**src/rtl/stackram_pkg.sv**
```systemverilog
// Shared constants and types for the stack register-file RAM.
package stackram_pkg;
  localparam int STACK_WIDTH = 12;
  localparam int STACK_DEPTH = 4;
  localparam int STACK_AW    = 2;

  typedef logic [STACK_WIDTH-1:0] stack_word_t;
  typedef logic [STACK_AW-1:0]    stack_addr_t;
endpackage

```
**src/rtl/stackram_word.sv**
```systemverilog
// One stack word: a WIDTH-bit flop register with async clear and load enable.
module stackram_word
  import stackram_pkg::*;
#(
  parameter int WIDTH = STACK_WIDTH
) (
  input  logic             clk,
  input  logic             rst,
  input  logic             en,
  input  logic [WIDTH-1:0] d,
  output logic [WIDTH-1:0] q
);

  // Load on enable, clear immediately on reset regardless of clk.
  always_ff @(posedge clk or posedge rst) begin
    if (rst)     q <= '0;
    else if (en) q <= d;
  end

endmodule

```
**src/rtl/stackram.sv**
```systemverilog
// Stack RAM: DEPTH x WIDTH flop array, one shared address for read and write.
// Read is combinational by default; define STACKRAM_READ_REG_EN to register q
// (1-cycle latency, read-first on same-address read-during-write).
module stackram
  import stackram_pkg::*;
#(
  parameter int WIDTH = STACK_WIDTH,
  parameter int DEPTH = STACK_DEPTH,
  parameter int AW    = STACK_AW
) (
  input  logic             clk,
  input  logic             rst,
  input  logic [AW-1:0]    a,
  input  logic [WIDTH-1:0] d,
  input  logic             we,
  output logic [WIDTH-1:0] q
);

  logic [DEPTH-1:0]            wsel;
  logic [DEPTH-1:0][WIDTH-1:0] words;
  logic [WIDTH-1:0]            rd;

  // One-hot write select from the address, gated by we.
  always_comb begin
    wsel = '0;
    if (we) wsel[a] = 1'b1;
  end

  for (genvar i = 0; i < DEPTH; i++) begin : g_word
    stackram_word #(.WIDTH(WIDTH)) u_word (
      .clk (clk),
      .rst (rst),
      .en  (wsel[i]),
      .d   (d),
      .q   (words[i])
    );
  end

  // DEPTH:1 read mux; a is always in range so no default case is needed.
  always_comb begin
    rd = words[a];
  end

`ifdef STACKRAM_READ_REG_EN
  // Registered read samples the array before this edge's write lands.
  always_ff @(posedge clk or posedge rst) begin
    if (rst) q <= '0;
    else     q <= rd;
  end
`else
  // Combinational read: no bypass from d, so a write shows only after the edge.
  always_comb begin
    q = rd;
  end
`endif

endmodule

```
**config.mk**
```make
export PLATFORM = sky130hd
export DESIGN_NAME = stackram
export DESIGN_NICKNAME = d
export VERILOG_FILES = /design/src/rtl/stackram_pkg.sv /design/src/rtl/stackram_word.sv /design/src/rtl/stackram.sv
export SDC_FILE = /design/constraint.sdc
export NUM_CORES = 1
export LEC_CHECK = 0
export CORE_MARGIN = 2
export CORE_UTILIZATION = 45
export DETAILED_ROUTE_END_ITERATION = 10
export PLACE_DENSITY_LB_ADDON = 0.12
export SLEW_MARGIN = 20
export SYNTH_ARGS = -nofsm -noshare
export SYNTH_HDL_FRONTEND = slang
export SYNTH_SLANG_ARGS = --single-unit
```
**constraint.sdc**
```tcl
create_clock -name clk -period 1.7 [get_ports clk]
set_clock_uncertainty 0.2 [all_clocks]
set_input_delay 0.255 -clock clk [delete_from_list [all_inputs] [get_ports clk]]
set_output_delay 0.255 -clock clk [all_outputs]
set_load 0.03 [all_outputs]
```
==> results of run 1 <==
## worst reg2reg max path: stages (launching register included)
cell	delay, ps
dfrtp_1	400
buf_4	140
mux2_2	240
## where the power goes
group          total (mW)  switching [mW]  internal [mW]
sequential           1.46           0.102           1.36
clock               0.689           0.364          0.325
combinational       0.826           0.343          0.483
## cells by family (layout without fill, tap and decap cells)
family	Yosys count	count (layout)	share of synthesized area, %
muxes	60	60	38.3
DFF	48	48	56.7
buffers and inverters	9	56	2.84
and+or+nand+nor	4	4	2.13
## synthesized netlist by cell type, drive strengths merged
master,number,area [sq um]
buf,8,56.3
dfrtp,48,1200
inv,1,3.75
mux2,48,541
mux4,12,270
nand3,1,5.00
nand3b,2,27.5
nor3b,1,12.5
## final timing paths
| kind | endpoint | cells after the start | slack [ps] |
|---|---|---|---|
| setup / recovery | q[6] | 2 | -90 |
| hold / removal | g_word[1].u_word.q[8] | 3 | 110 |
| min in group clk | g_word[3].u_word.q[5] | 1 | 310 |
| setup reg to reg | g_word[0].u_word.q[9] | 2 | 620 |
| hold reg to reg | g_word[3].u_word.q[5] | 1 | 310 |
| max in group asynchronous | g_word[1].u_word.q[3] | 3 | 970 |
## stage by stage
| stage | utilization, % | power [mW] | instance area [sq um] |
|---|---|---|---|
| 2_1_floorplan | - | 1.97 | 2120 |
| 3_3_place_gp | 57.1 | 2.22 | 2540 |
| 3_5_place_dp | 57.1 | 2.26 | 2540 |
| 4_1_cts | 60.5 | 3.00 | 2690 |
| 5_1_grt | 60.9 | 3.13 | 2710 |
| 6_report | 60.9 | 2.97 | 2710 |
## routing by layer
| metal | wire (um) | global-route usage, % | vias up |
|---|---|---|---|
| met2 | 1990 | 27.0 | 27 |
| met3 | 149 | 3.73 | 7 |
| met5 | 0 | 0 | - |
| met1 | 1790 | 22.7 | 630 |
| met4 | 58 | 7.61 | 0 |
| li1 | - | - | 544 |
## repair_timing
action	4_1_cts	5_1_grt
setup endpoints to repair	59	12
resized for setup	92	0
gates cloned	1	0
pin swaps	0	0
setup buffers	2	2
## final cells by class
cell class / count / area [sq um]
Fill cell: 352 / 1740
Sequential cell: 48 / 1200
Multi-Input combinational cell: 64 / 862
Timing Repair Buffer: 47 / 480
Clock buffer: 6 / 82.6
Tap cell: 52 / 65.1
Clock inverter: 2 / 10.0
Inverter: 1 / 3.75
==> impl_metrics.csv, run 1 <==
group,metric,value,unit
worst_setup_path,cp_slowest_stage_delay,480,ps
clock_tree,clockBufferDepth,2,
power_and_ir_drop,p_leak,1.17,nW
sta,finalSetupViolations,12,
sta,max_freq,0.560,GHz
floorplanning,start_util,47.6,%
sta,relSlewSlack,82.9,%
worst_setup_path,slowest_stage,"mux4_2",
worst_setup_path,cp-start-kind,"flop",
clock_tree,cts_root_buffer,"clkbuf_8",
worst_setup_path,crit_family,"multiplexers",
worst_setup_path,crit_arrival,1330,ps
worst_setup_path,path_class,"flop to output pin",
cells_and_area,layout_common_cells,"mux2_2 (48), dfrtp_1 (48), buf_4 (15), clkdlybuf4s50_1 (14), buf_6 (13)",
cells_and_area,top_regs,"g_word.u_word.q (48)",
cells_and_area,n_antenna_cell,0,
cells_and_area,layout-drive-gt1-share,61.3,%
drt,num_vias,1208,
worst_hold_path,hold_class,"primary input to async pin",
cells_and_area,area_delta_synth_final,27.8,%
floorplanning,die_w,72.6,um
drt,viasPerCell,5.49,
global_route,antenna_found_initial,0,
placed_design,gp_congestion,0.735,
logic_synthesis,ys_ff_latch,48,
logic_synthesis,syn_area_per_cell,17.5,sq um
logic_synthesis,ys_types,11,
sta,period_minus_slack,1790,ps
global_route,grt_max_degree,49,
logic_synthesis,synth_area,0.00212,sq mm
clock_tree,clkTransAtPathRegs,90,ps
logic_synthesis,synth_warnings,0,
cells_and_area,final_cells,220,
clock_tree,cts_num_sinks,48,
global_route,grt_pass1_wl,6.47,mm
drt,initialDrtViolationCount,51,
drt,drc,0,
global_route,first_global_vias,1249,
placed_design,hpwl,2.77,mm
drt,wl_per_cell,18.1,um
cells_and_area,largest_reg_flops,48,
placed_design,numPlacedInstances,207,
sta,hold_viol_final,0,
worst_setup_path,crit_start,"g_word[3].u_word.q[6]",
sta,period_share,105,%
clock_tree,holdBufCountCts,0,
sta,worstMarginPinSlew,256,ps
run,max-cap-violations,0,
worst_setup_path,cp-end-kind,"output pin",
clock_tree,clock_latency,300,ps
power_and_ir_drop,power_density,1100,mW/mm^2
cells_and_area,regMostFlops,"g_word.u_word.q",
floorplanning,ios,29,
worst_setup_path,path_cells,"mux4_2 -> buf_6",
clock_tree,cts_buffers,5,
logic_synthesis,syn-instance-count,121,
global_route,grt_usage,17.0,%
power_and_ir_drop,peakVddDrop,0.546,mV
logic_synthesis,synth_nets,138,
worst_setup_path,worstPathRequired,1240,ps
cells_and_area,layout.nets,184,
outcome,violations,"negative setup slack",
outcome,status,"complete, but fails checks",
floorplanning,placement_rows,24,
clock_tree,cts_tree,"built",
sta,final-max-slew-violation-count,0,
sta,timing.hold.ws,109,ps
placed_design,portBuffers,28,
logic_synthesis,ys_seq_area_share,56.7,%
floorplanning,die_area,0.00527,sq mm
floorplanning,core,0.00444,sq mm
drt,wirelength,3.98,mm
sta,postLayoutSetupSlackWorst,-86.0,ps
sta,rsz0062_at_grt,"yes",
placed_design,dpl_worst_slack,-834,ps
worst_setup_path,timing.rr.start,"g_word[0].u_word.q[9]",
floorplanning,die_h,72.6,um
sta,tns,-869,ps
worst_setup_path,crit_path_max_fanout,2,
drt,dr.pass1.iters,4,
clock_tree,h-tree-depth,2,
drt,ant_nets,0,
worst_setup_path,path_buf_inv,1,
global_route,overflow,0,
Power figures use the tool's default switching activity.
==> run 2, diff against run 1 <==
--- a/config.mk
+++ b/config.mk
@@ -8,8 +8,9 @@
 export CORE_MARGIN = 2
 export CORE_UTILIZATION = 45
 export DETAILED_ROUTE_END_ITERATION = 10
-export PLACE_DENSITY_LB_ADDON = 0.12
+export PLACE_DENSITY = 0.74
 export SLEW_MARGIN = 20
 export SYNTH_ARGS = -nofsm -noshare
 export SYNTH_HDL_FRONTEND = slang
 export SYNTH_SLANG_ARGS = --single-unit
+export TNS_END_PERCENT = 20
==> run 2 against run 1 <==
- the flow still finishes with violations (negative setup slack)
- setup slack got worse by 8.2 ps
- fmax is 0.46% lower
- first-iteration DRC count is 35% lower
- die area did not move
- power up 0.21%
- wire length increased by 5.6%
- cell count shrank 0.91%
- flip-flop and latch count stayed put
- worst hold slack worse by 83 ps
- core utilization down 0.056 points
- final area about the same
- critical endpoint is now q[2]
- largest power group unchanged
==> impl_metrics.csv, run 2 (synthesis results as in run 1) <==
group,metric,value,unit
outcome,status,"complete, but fails checks",
outcome,violations,"negative setup slack",
drt,drc,0,
worst_setup_path,crit_arrival,1340,ps
global_route,grt_usage,18.5,%
run,max-cap-violations,0,
placed_design,placed_area,0.00254,sq mm
sta,rsz0062_at_grt,"yes",
drt,wl_per_cell,19.3,um
sta,worstMarginPinSlew,345,ps
sta,final-max-slew-violation-count,0,
placed_design,portBuffers,28,
worst_setup_path,cp-start-kind,"flop",
clock_tree,cts_num_sinks,48,
drt,wirelength,4.21,mm
global_route,grt_max_degree,20,
power_and_ir_drop,p_leak,1.16,nW
global_route,overflow,0,
sta,postLayoutSetupSlackWorst,-94.2,ps
clock_tree,clockBufferDepth,2,
cells_and_area,final_util,60.8,%
worst_setup_path,worstPathRequired,1240,ps
power_and_ir_drop,peakVddDrop,0.677,mV
worst_hold_path,hold_class,"primary input to async pin",
cells_and_area,fin_area,0.00270,sq mm
global_route,grt_pass1_wl,7.22,mm
clock_tree,clock_latency,290,ps
drt,num_vias,1204,
floorplanning,die_h,72.6,um
floorplanning,die_area,0.00527,sq mm
power_and_ir_drop,power_density,1100,mW/mm^2
floorplanning,die_w,72.6,um
drt,dr.pass1.iters,2,
global_route,antenna_found_initial,0,
placed_design,gp_congestion,0.675,
sta,period_share,106,%
sta,timing.hold.ws,25.9,ps
sta,relSlewSlack,77.0,%
cells_and_area,area_delta_synth_final,27.7,%
cells_and_area,fillers,349,
sta,max_freq,0.557,GHz
clock_tree,cts_tree,"built",
sta,finalSetupViolations,12,
drt,initialDrtViolationCount,33,
cells_and_area,layout.nets,182,
cells_and_area,layout_common_cells,"mux2_2 (48), dfrtp_1 (48), clkdlybuf4s50_1 (14)",
worst_setup_path,path_class,"flop to output pin",
clock_tree,cts_root_buffer,"clkbuf_8",
worst_setup_path,cp-end-kind,"output pin",
global_route,first_global_vias,1390,
sta,hold_viol_final,0,
sta,period_minus_slack,1790,ps
floorplanning,start_util,47.6,%
cells_and_area,n_antenna_cell,0,
cells_and_area,largest_reg_flops,48,
clock_tree,h-tree-depth,2,
floorplanning,core,0.00444,sq mm
drt,ant_nets,0,
power_and_ir_drop,fin_total_pwr,2.98,mW
cells_and_area,layout-drive-gt1-share,59.6,%
floorplanning,placement_rows,24,
clock_tree,holdBufCountCts,0,
clock_tree,cts_buffers,5,
floorplanning,ios,29,
drt,viasPerCell,5.52,
cells_and_area,regMostFlops,"g_word.u_word.q",
clock_tree,clkTransAtPathRegs,90,ps
cells_and_area,top_regs,"g_word.u_word.q (48)",
worst_setup_path,crit_path_max_fanout,2,
placed_design,hpwl,2.91,mm
run 2: cell types whose count changed in the layout (fill, tap and decap cells not counted), sizes merged:
cell | before | now
buf | 32 | 30
clkbuf | 6 | 8
clkinv | 2 | 0
run 2: critical path, cell delays in order (launching register included):
cell	delay (ps)
dfrtp_1	390
mux4_2	490
buf_6	160
run 2: metrics by stage:
| stage | std cells | setup WS, ps | TNS, ps |
|---|---|---|---|
| after CTS | 217 | -102 | -989 |
| after floorplan | 121 | 26.6 | 0 |
| after detailed placement | 204 | -846 | -22830 |
| after global routing | 218 | -131 | -1410 |
| after global placement | 204 | -837 | -21440 |
| final | 218 | -94.2 | -846 |
run 2: path summary, 6_finish.rpt:
kind	startpoint	end	slack, ps	cells past startpoint
hold reg to reg	g_word[1].u_word.q[3]	g_word[1].u_word.q[3]	300	1
min in group clk	g_word[1].u_word.q[3]	g_word[1].u_word.q[3]	300	1
max in group asynchronous	rst	g_word[2].u_word.q[2]	850	3
setup reg to reg	g_word[0].u_word.q[0]	g_word[0].u_word.q[0]	610	2
hold / removal	rst	g_word[1].u_word.q[0]	30	2
setup / recovery	g_word[3].u_word.q[2]	q[2]	-90	2
run 2: where the power goes:
| part | leakage (nW) | total, mW | switching, mW | internal, mW |
|---|---|---|---|---|
| registers | 0.568 | 1.46 | 0.106 | 1.36 |
| clock network | 0.0455 | 0.685 | 0.353 | 0.332 |
| logic | 0.546 | 0.831 | 0.350 | 0.482 |
| total | 1.16 | 2.98 | 0.809 | 2.17 |
run 2: area by class of cell:
cell class / count / area [sq um] / share of cell area (%)
sequential: 48 / 1200 / 44.4
clock buffer: 8 / 90.1 / 3.33
timing repair buffer: 45 / 487 / 18.0
tap: 52 / 65.1 / 2.41
multi-input combinational: 64 / 856 / 31.7
inverter: 1 / 3.75 / 0.139
run 2: layer usage:
layer	wire, um	GRT usage (%)	vias up
met5	0	0	-
met4	56	4.94	0
met3	149	5.11	5
met2	2180	30.6	24
met1	1820	24.3	631
li1	-	-	544
run 2: what timing repair did:
item | CTS | global route
setup endpoints to repair | 28 | 12
setup buffers | 4 | 1
hold endpoints to repair | 0 | 0
gates cloned | 1 | 0
resized for setup | 91 | 0
